`config.mk`:
```
export PLATFORM = sky130hd
export DESIGN_NAME = if_stage_flat
export DESIGN_NICKNAME = d
export VERILOG_FILES = /design/src/rtl/if_stage_if.sv /design/src/rtl/if_stage.sv /design/src/flat_wrapper.sv
export SDC_FILE = /design/constraint.sdc
export NUM_CORES = 1
export LEC_CHECK = 0
export CAP_MARGIN = 0
export CORE_ASPECT_RATIO = 1.1
export CORE_UTILIZATION = 39
export DETAILED_ROUTE_END_ITERATION = 10
export GPL_ROUTABILITY_DRIVEN = 0
export PLACE_DENSITY_LB_ADDON = 0.15
export SLEW_MARGIN = 10
export SYNTH_ARGS = -nofsm -noshare
export SYNTH_HDL_FRONTEND = slang
export SYNTH_SLANG_ARGS = --single-unit
```
`constraint.sdc`:
```
create_clock -name clk -period 2.1 [get_ports clk]
set_input_delay 0.42 -clock clk [delete_from_list [all_inputs] [get_ports clk]]
set_output_delay 0.42 -clock clk [all_outputs]
set_load 0.01 [all_outputs]
```
`src/rtl/if_stage_if.sv`:
```
// ---------------------------------------------------------------------------
// if_stage_if
//   Bundles every signal the fetch stage exchanges with the rest of the core:
//   the decode-side handshake (valid/allowin, branch redirect, payload bus)
//   and the synchronous instruction SRAM port.
//
//   Signals
//     br_taken        decode -> IF   one-cycle redirect pulse
//     br_target       decode -> IF   redirect PC, valid with br_taken
//     ds_allowin      decode -> IF   decode can accept an instruction
//     fs_to_ds_valid  IF -> decode   fs_to_ds_bus carries a valid instruction
//     fs_to_ds_bus    IF -> decode   {adef, pc[31:0], inst[31:0]}
//     inst_sram_en    IF -> SRAM     read enable
//     inst_sram_we    IF -> SRAM     byte write enables (always zero)
//     inst_sram_addr  IF -> SRAM     fetch address
//     inst_sram_wdata IF -> SRAM     write data (always zero)
//     inst_sram_rdata SRAM -> IF     read data, one cycle after en
//
//   Modports
//     master  the fetch stage itself
//     slave   the environment (decode stage plus instruction SRAM)
// ---------------------------------------------------------------------------
interface if_stage_if;
  logic        br_taken;
  logic [31:0] br_target;
  logic        ds_allowin;
  logic        fs_to_ds_valid;
  logic [64:0] fs_to_ds_bus;
  logic        inst_sram_en;
  logic [3:0]  inst_sram_we;
  logic [31:0] inst_sram_addr;
  logic [31:0] inst_sram_wdata;
  logic [31:0] inst_sram_rdata;

  modport master (
    input  br_taken,
    input  br_target,
    input  ds_allowin,
    input  inst_sram_rdata,
    output fs_to_ds_valid,
    output fs_to_ds_bus,
    output inst_sram_en,
    output inst_sram_we,
    output inst_sram_addr,
    output inst_sram_wdata
  );

  modport slave (
    output br_taken,
    output br_target,
    output ds_allowin,
    output inst_sram_rdata,
    input  fs_to_ds_valid,
    input  fs_to_ds_bus,
    input  inst_sram_en,
    input  inst_sram_we,
    input  inst_sram_addr,
    input  inst_sram_wdata
  );
endinterface

```
`src/rtl/if_stage.sv`:
```
// ---------------------------------------------------------------------------
// if_stage
//   Instruction-fetch stage of the pipelined LoongArch CPU. Owns the PC,
//   issues reads to the synchronous instruction SRAM one cycle ahead (pre-IF)
//   and presents {adef, pc, inst} to decode under a valid/allowin handshake.
//   A one-cycle branch redirect from decode squashes the instruction sitting
//   in IF, and a one-entry buffer keeps the fetched instruction stable while
//   decode stalls.
//
//   Parameters
//     RESET_PC   address of the first instruction fetched after reset
//
//   Ports
//     clk        clock
//     resetn     asynchronous active-low reset
//     fs         if_stage_if.master (decode handshake + instruction SRAM)
// ---------------------------------------------------------------------------
module if_stage #(
  parameter logic [31:0] RESET_PC = 32'h1c000000
) (
  input  logic       clk,
  input  logic       resetn,
  if_stage_if.master fs
);

  logic        fs_valid_q;
  logic        fs_valid_d;
  logic [31:0] fs_pc_q;
  logic [31:0] fs_pc_d;
  logic        inst_buf_valid_q;
  logic        inst_buf_valid_d;
  logic [31:0] inst_buf_q;
  logic [31:0] inst_buf_d;

  logic        fs_ready_go;
  logic        fs_allowin;
  logic [31:0] seq_pc;
  logic [31:0] nextpc;
  logic [31:0] fs_inst;
  logic        fs_adef;

  assign fs_ready_go = 1'b1;
  assign fs_allowin  = !fs_valid_q || (fs_ready_go && fs.ds_allowin);

  // Sequential PC wraps silently at 2^32; a redirect always wins over it.
  assign seq_pc = fs_pc_q + 32'd4;
  assign nextpc = fs.br_taken ? fs.br_target : seq_pc;

  // Pre-IF: a request goes out only when IF can take the result next cycle.
  // Gating with resetn keeps the SRAM quiet while the core is held in reset.
  assign fs.inst_sram_en    = resetn & fs_allowin;
  assign fs.inst_sram_addr  = nextpc;
  assign fs.inst_sram_we    = 4'b0000;
  assign fs.inst_sram_wdata = 32'h0000_0000;

  // During a stall the SRAM is not re-read, so its output may drift; the
  // buffered copy is used whenever it is populated.
  assign fs_inst = inst_buf_valid_q ? inst_buf_q : fs.inst_sram_rdata;
  assign fs_adef = (fs_pc_q[1:0] != 2'b00);

  // The instruction in IF is wrong-path in the cycle decode redirects.
  assign fs.fs_to_ds_valid = fs_valid_q & fs_ready_go & ~fs.br_taken;
  assign fs.fs_to_ds_bus   = {fs_adef, fs_pc_q, fs_inst};

  // Next-state logic: PC/valid advance whenever IF accepts a new fetch. The
  // buffer captures the SRAM data on the first stalled cycle (the only cycle
  // the SRAM output is guaranteed to belong to fs_pc) and empties as soon as
  // IF moves on or is redirected.
  always_comb begin
    fs_valid_d       = fs_valid_q;
    fs_pc_d          = fs_pc_q;
    inst_buf_valid_d = inst_buf_valid_q;
    inst_buf_d       = inst_buf_q;

    if (fs_allowin) begin
      fs_valid_d = 1'b1;
      fs_pc_d    = nextpc;
    end

    if (fs_allowin || fs.br_taken) begin
      inst_buf_valid_d = 1'b0;
    end else if (fs_valid_q && !fs.ds_allowin && !inst_buf_valid_q) begin
      inst_buf_valid_d = 1'b1;
      inst_buf_d       = fs.inst_sram_rdata;
    end
  end

  // State registers. RESET_PC-4 makes the first sequential fetch land on
  // RESET_PC without a special case in the PC mux.
  always_ff @(posedge clk or negedge resetn) begin
    if (!resetn) begin
      fs_valid_q       <= 1'b0;
      fs_pc_q          <= RESET_PC - 32'd4;
      inst_buf_valid_q <= 1'b0;
      inst_buf_q       <= 32'h0000_0000;
    end else begin
      fs_valid_q       <= fs_valid_d;
      fs_pc_q          <= fs_pc_d;
      inst_buf_valid_q <= inst_buf_valid_d;
      inst_buf_q       <= inst_buf_d;
    end
  end

endmodule

```
`src/flat_wrapper.sv`:
```
// flat-port wrapper written by rule: the top's interface ports become plain ports
module if_stage_flat 
#(
  parameter logic [31:0] RESET_PC = 32'h1c000000
)
  (clk, resetn, fs_br_taken, fs_br_target, fs_ds_allowin, fs_inst_sram_rdata, fs_fs_to_ds_valid, fs_fs_to_ds_bus, fs_inst_sram_en, fs_inst_sram_we, fs_inst_sram_addr, fs_inst_sram_wdata);
  if_stage_if fs_i ();
  input  logic clk;
  input  logic resetn;
  input wire logic [$bits(fs_i.br_taken)-1:0] fs_br_taken;
  input wire logic [$bits(fs_i.br_target)-1:0] fs_br_target;
  input wire logic [$bits(fs_i.ds_allowin)-1:0] fs_ds_allowin;
  input wire logic [$bits(fs_i.inst_sram_rdata)-1:0] fs_inst_sram_rdata;
  output wire logic [$bits(fs_i.fs_to_ds_valid)-1:0] fs_fs_to_ds_valid;
  output wire logic [$bits(fs_i.fs_to_ds_bus)-1:0] fs_fs_to_ds_bus;
  output wire logic [$bits(fs_i.inst_sram_en)-1:0] fs_inst_sram_en;
  output wire logic [$bits(fs_i.inst_sram_we)-1:0] fs_inst_sram_we;
  output wire logic [$bits(fs_i.inst_sram_addr)-1:0] fs_inst_sram_addr;
  output wire logic [$bits(fs_i.inst_sram_wdata)-1:0] fs_inst_sram_wdata;
  assign fs_i.br_taken = fs_br_taken;
  assign fs_i.br_target = fs_br_target;
  assign fs_i.ds_allowin = fs_ds_allowin;
  assign fs_i.inst_sram_rdata = fs_inst_sram_rdata;
  assign fs_fs_to_ds_valid = fs_i.fs_to_ds_valid;
  assign fs_fs_to_ds_bus = fs_i.fs_to_ds_bus;
  assign fs_inst_sram_en = fs_i.inst_sram_en;
  assign fs_inst_sram_we = fs_i.inst_sram_we;
  assign fs_inst_sram_addr = fs_i.inst_sram_addr;
  assign fs_inst_sram_wdata = fs_i.inst_sram_wdata;
  if_stage #(.RESET_PC(RESET_PC)) u_core (.clk(clk), .resetn(resetn), .fs(fs_i));
endmodule
```
Yosys cells after proc, flatten, opt, wreduce, memory -nomap -nowiden
Index checks and enable logic that the tools add are counted.
- bits in read-only memories: 0
- memories kept: 0
- register bits after elaboration: 66
- output and inout bits: 135
- memory bits (writable): 0
- input port bits: 68
- bits in latches: 0
- multipliers: 0
- divide/modulo/power cells: 0
- reductions and logical operators: 10
- $lt $le $gt $ge: 0
- bitwise operators: 4
- shifts and indexed selects: 0
- $add $sub $neg: 1
- mux-type cells: 4
- eq/ne operators: 0
- operators with widths (kind ; number):
    32-bit 2-to-1 mux ; 2
    32-bit by 3-bit adder with 32-bit output, second input constant ; 1
    2-bit nonzero test ; 2
    1-bit logical NOT ; 3
    1-bit bitwise AND ; 2
    1-bit logical AND ; 2
    1-bit logical OR ; 2
    1-bit 2-to-1 mux ; 2
    1-bit NOT ; 2
    2-bit AND reduction ; 1

Logic depth before layout (Yosys ltp)
- depth after elaboration: 5
- gate-level depth with buffers: 7

Worst setup path before layout
OpenSTA, ideal clock, no wires.
- kind: flip-flop to output port
- start point: register u_core.fs_pc_q[7]
- end point: output fs_inst_sram_addr[25]
- slack: -0.340 ns
- cell stages (with the launch flop): 6
- arrival time: 2.020 ns
- path buffers: 1
- path through: dfstp_2 -> nand4_1 -> or4_1 -> buf_2 -> or4_1 -> a31oi_1
- cells in the longest elaborated chain, start to end: 2
- ends and longest elaborated chain (item ; line ; source):
    start, declared ; if_stage.sv:28 ; logic [31:0] fs_pc_q;
    start signal, assigned ; if_stage.sv:93 ; fs_pc_q <= RESET_PC - 32'd4;
    start signal, assigned ; if_stage.sv:98 ; fs_pc_q <= fs_pc_d;
    32-bit by 3-bit adder with 32-bit output ; if_stage.sv:46 ; assign seq_pc = fs_pc_q + 32'd4;
    32-bit 2-to-1 mux ; if_stage.sv:47 ; assign nextpc = fs.br_taken ? fs.br_target : seq_pc;
    end, declared ; flat_wrapper.sv:18 ; output wire logic [$bits(fs_i.inst_sram_addr)-1:0] fs_inst_sram_addr;
No other way between the ends.

Worst setup path in the final report
- start point: register u_core.fs_pc_q[8]
- end point: output fs_inst_sram_addr[25]
Same word-level chain as after synthesis.

==> reports/results.tsv <==
stage	metric	value	unit
worst_setup_path	worstPathCellList	nand4_1 > or4_4 > or4_4 > a31oi_4 > buf_6	
worst_setup_path	endpoint_kind	output port	
global_routing	grt_util_all_layers	0.254	
worst_setup_path	cpLargestDelayFamily	simple AND/OR/NAND/NOR gates	
worst_setup_path	worstSetupPathType	flop to output port	
layout	area_delta_synth_final	74.9	%
power_and_ir_drop	finalPower	5.30	mW
synthesis	synth_edf_count	0	
detailed_routing	first_pass_iters	5	
synthesis	yosysWarnings	0	
worst_setup_path	rr_startpoint	u_core.fs_pc_q[2]	
sta	setup_viol	30	
detailed_routing	wl	15700	µm
layout	n_antenna_cell	0	
synthesis	synthTopCellsByArea	dfrtp_1, mux2_2, dfstp_2	
placement	hpwl	10600	µm
clock_tree	root_buffer	clkbuf_16	
layout	layout.nets	858	
sta	finalCritPeriodShare	1.32	
die	die_x	106	µm
sta	skew	0.00435	ns
power_and_ir_drop	p_leak	3.54	nW
worst_setup_path	worstPathRequired	1.68	ns
sta	rsz0062_at_grt	yes	
sta	max_freq	0.360	GHz
global_routing	grt_max_degree	67	
worst_setup_path	cp.depth	5	
power_and_ir_drop	vdd_ir_drop_max	0.573	mV
clock_tree	clk_path_buf_depth	2	
detailed_routing	ant_nets	0	
global_routing	grt_pass1_vias	5005	
detailed_routing	drt_iter0_markers	257	
synthesis	synth_area	4620	µm²
worst_setup_path	path_buf_inv	1	
job	max_cap_violations	0	
clock_tree	clock-sinks	66	
worst_setup_path	path_max_fanout	4	
global_routing	grt_pass1_wl	24600	µm
global_routing	grt_antenna_before_repair	0	
detailed_routing	vias_per_cell	5.36	
sta	relSlewSlack	0.408	
clock_tree	cts_buffers	9	
sta	drv_slew	0	
run_status	failed_checks	negative setup slack	
sta	finalWorstSetupSlack	-0.678	ns
synthesis	synth_cell_type_count	50	
detailed_routing	wl_per_cell	16.6	µm
sta	whs	0.365	ns
sta	period_minus_slack	2.78	ns
worst_setup_path	rr_worst_depth	12	
worst_setup_path	cpPeakStageDelay	0.60	ns
layout	final_common_cell	buf_4	
min_path	hp-class	input pin to async pin	
clock_tree	ctsHoldBuffers	0	
clock_tree	cts_tree	done	
die	fp.dieH	116	µm
synthesis	synth_top_area_share	0.217	
global_routing	overflow	0	
layout	stdcell_count	944	
clock_tree	clock_latency	0.33	ns
die	die-area	12300	µm²
die	rows	41	
sta	hold_viol	0	
detailed_routing	drc	0	
placement	port_buffers	166	
clock_tree	cts.reportedPaths.clkPinSlew	0.06	ns
layout	final_cell_mix	buf_4, clkdlybuf4s50_1, mux2_2, nor2_1, dfrtp_1	
sta	tightest_slew	0.888	ns
synthesis	synthArstFlopShare	1.00	
die	io_pins	203	
die	initial_utilization	0.402	
worst_setup_path	cpMostUsedCell	or4_4	
detailed_routing	via_count	5064	
worst_setup_path	crit_start	u_core.fs_pc_q[8]	
synthesis	synth_top_area_cell	dfrtp_1	
synthesis	yosysSeqAreaShare	0.364	
synthesis	ys_seq_elements	66	
synthesis	netlist_instances	498	
worst_setup_path	worstSetupStartpointType	flop	
layout	drive_gt1_frac	0.440	
synthesis	syn_area_per_cell	9.28	µm²
worst_setup_path	slowest_stage	or4_4	
worst_setup_path	worst-r2r-setup-slack	-0.15	ns
die	core	11500	µm²
placement	dp_cells	889	
worst_setup_path	critPathArrivalTime	2.36	ns
power_and_ir_drop	powerDensity	655	nW/µm²
synthesis	yosys_most_used_dff	dfrtp_1	
run_status	status	finished with violations	
clock_tree	htree_num_levels	3	
through the flow:
stage | setup slack (ns) | cell area (µm²) | util | TNS [ns]
floorplan | -0.312 | 4810 | - | -3.50
global placement | -0.757 | 7170 | 0.624 | -13.03
detailed placement | -0.753 | 7170 | 0.624 | -13.82
CTS | -0.685 | 7860 | 0.684 | -14.54
global route | -0.748 | 8090 | 0.704 | -16.45
finish | -0.678 | 8090 | 0.704 | -14.06
worst reg2reg max path: stages (launching register included):
cell,delay [ns]
dfstp_2,0.55
nand4_1,0.15
buf_4,0.18
buf_6,0.11
buf_6,0.12
buf_6,0.11
or3_4,0.33
a31oi_4,0.15
buf_4,0.13
buf_6,0.08
buf_6,0.08
buf_6,0.07
mux2_4,0.13
timing repair:
action	4_1_cts	5_1_grt
setup endpoints to repair	65	35
resized for setup	176	48
buffers inserted	25	12
endpoints found under the hold margin	0	0
cloned	2	0
pin swaps	20	15
flip-flops by register name, indices dropped and copies added (netlist names):
signal                   cells
u_core.fs_pc_q              32
u_core.inst_buf_q           32
u_core.fs_valid_q            1
u_core.inst_buf_valid_q      1
cell families after synthesis:
family / share of synthesized area
compound gates: 0.121
mux: 0.195
other cells: 0.00162
buf+inv: 0.0991
fa+ha+maj: 0.00271
flops: 0.364
simple gates: 0.199
xor+xnor: 0.0170
final cells by class:
cell class	count	area, µm²
Fill cell	886	3400
Multi-Input combinational cell	383	2970
Timing Repair Buffer	317	2870
Sequential cell	66	1680
Clock buffer	10	239
Tap cell	150	188
Clock inverter	6	88.8
Inverter	12	45.0
cells in the mapped netlist, types with 4 or more instances:
library cell / number
dfrtp_1: 40
inv_1: 11
and3_1: 9
buf_4: 37
a31oi_1: 8
and4_1: 6
xor2_1: 5
or3_1: 6
a21oi_1: 11
a211oi_1: 4
o2bb2ai_1: 5
or4_1: 4
xnor2_1: 4
nand4_1: 18
nand2_1: 27
and2_1: 4
a311oi_1: 4
o21ai_0: 17
nor4_1: 9
nor3_1: 13
nand3_1: 21
a22oi_1: 4
a311o_1: 6
mux2_2: 80
nor2b_1: 5
dfstp_2: 26
nor2_1: 45
clkbuf_1: 29
o211ai_1: 4
worst paths after layout:
| check | endpoint |
|---|---|
| hold reg to reg | u_core.inst_buf_q[2] |
| setup / recovery | fs_inst_sram_addr[25] |
| hold / removal | u_core.fs_pc_q[29] |
| min in group clk | u_core.inst_buf_valid_q |
| setup reg to reg | u_core.fs_pc_q[9] |
| max in group asynchronous | u_core.inst_buf_q[20] |
power breakdown:
group          internal [mW]  switching [mW]  total, mW
registers               1.55           0.133       1.68
logic                   1.07           0.873       1.95
clock network           1.07           0.596       1.67
metal layers:
metal  share of wire  up-vias  track usage  routed length (µm)
met5               0        -            0                   0
met4           0.041        0        0.117                 635
met3           0.075       44       0.0642                1170
met2            0.50      226        0.458                7770
met1            0.39     2439        0.285                6090
li1                -     2355            -                   -
Power figures use the tool's default switching activity.
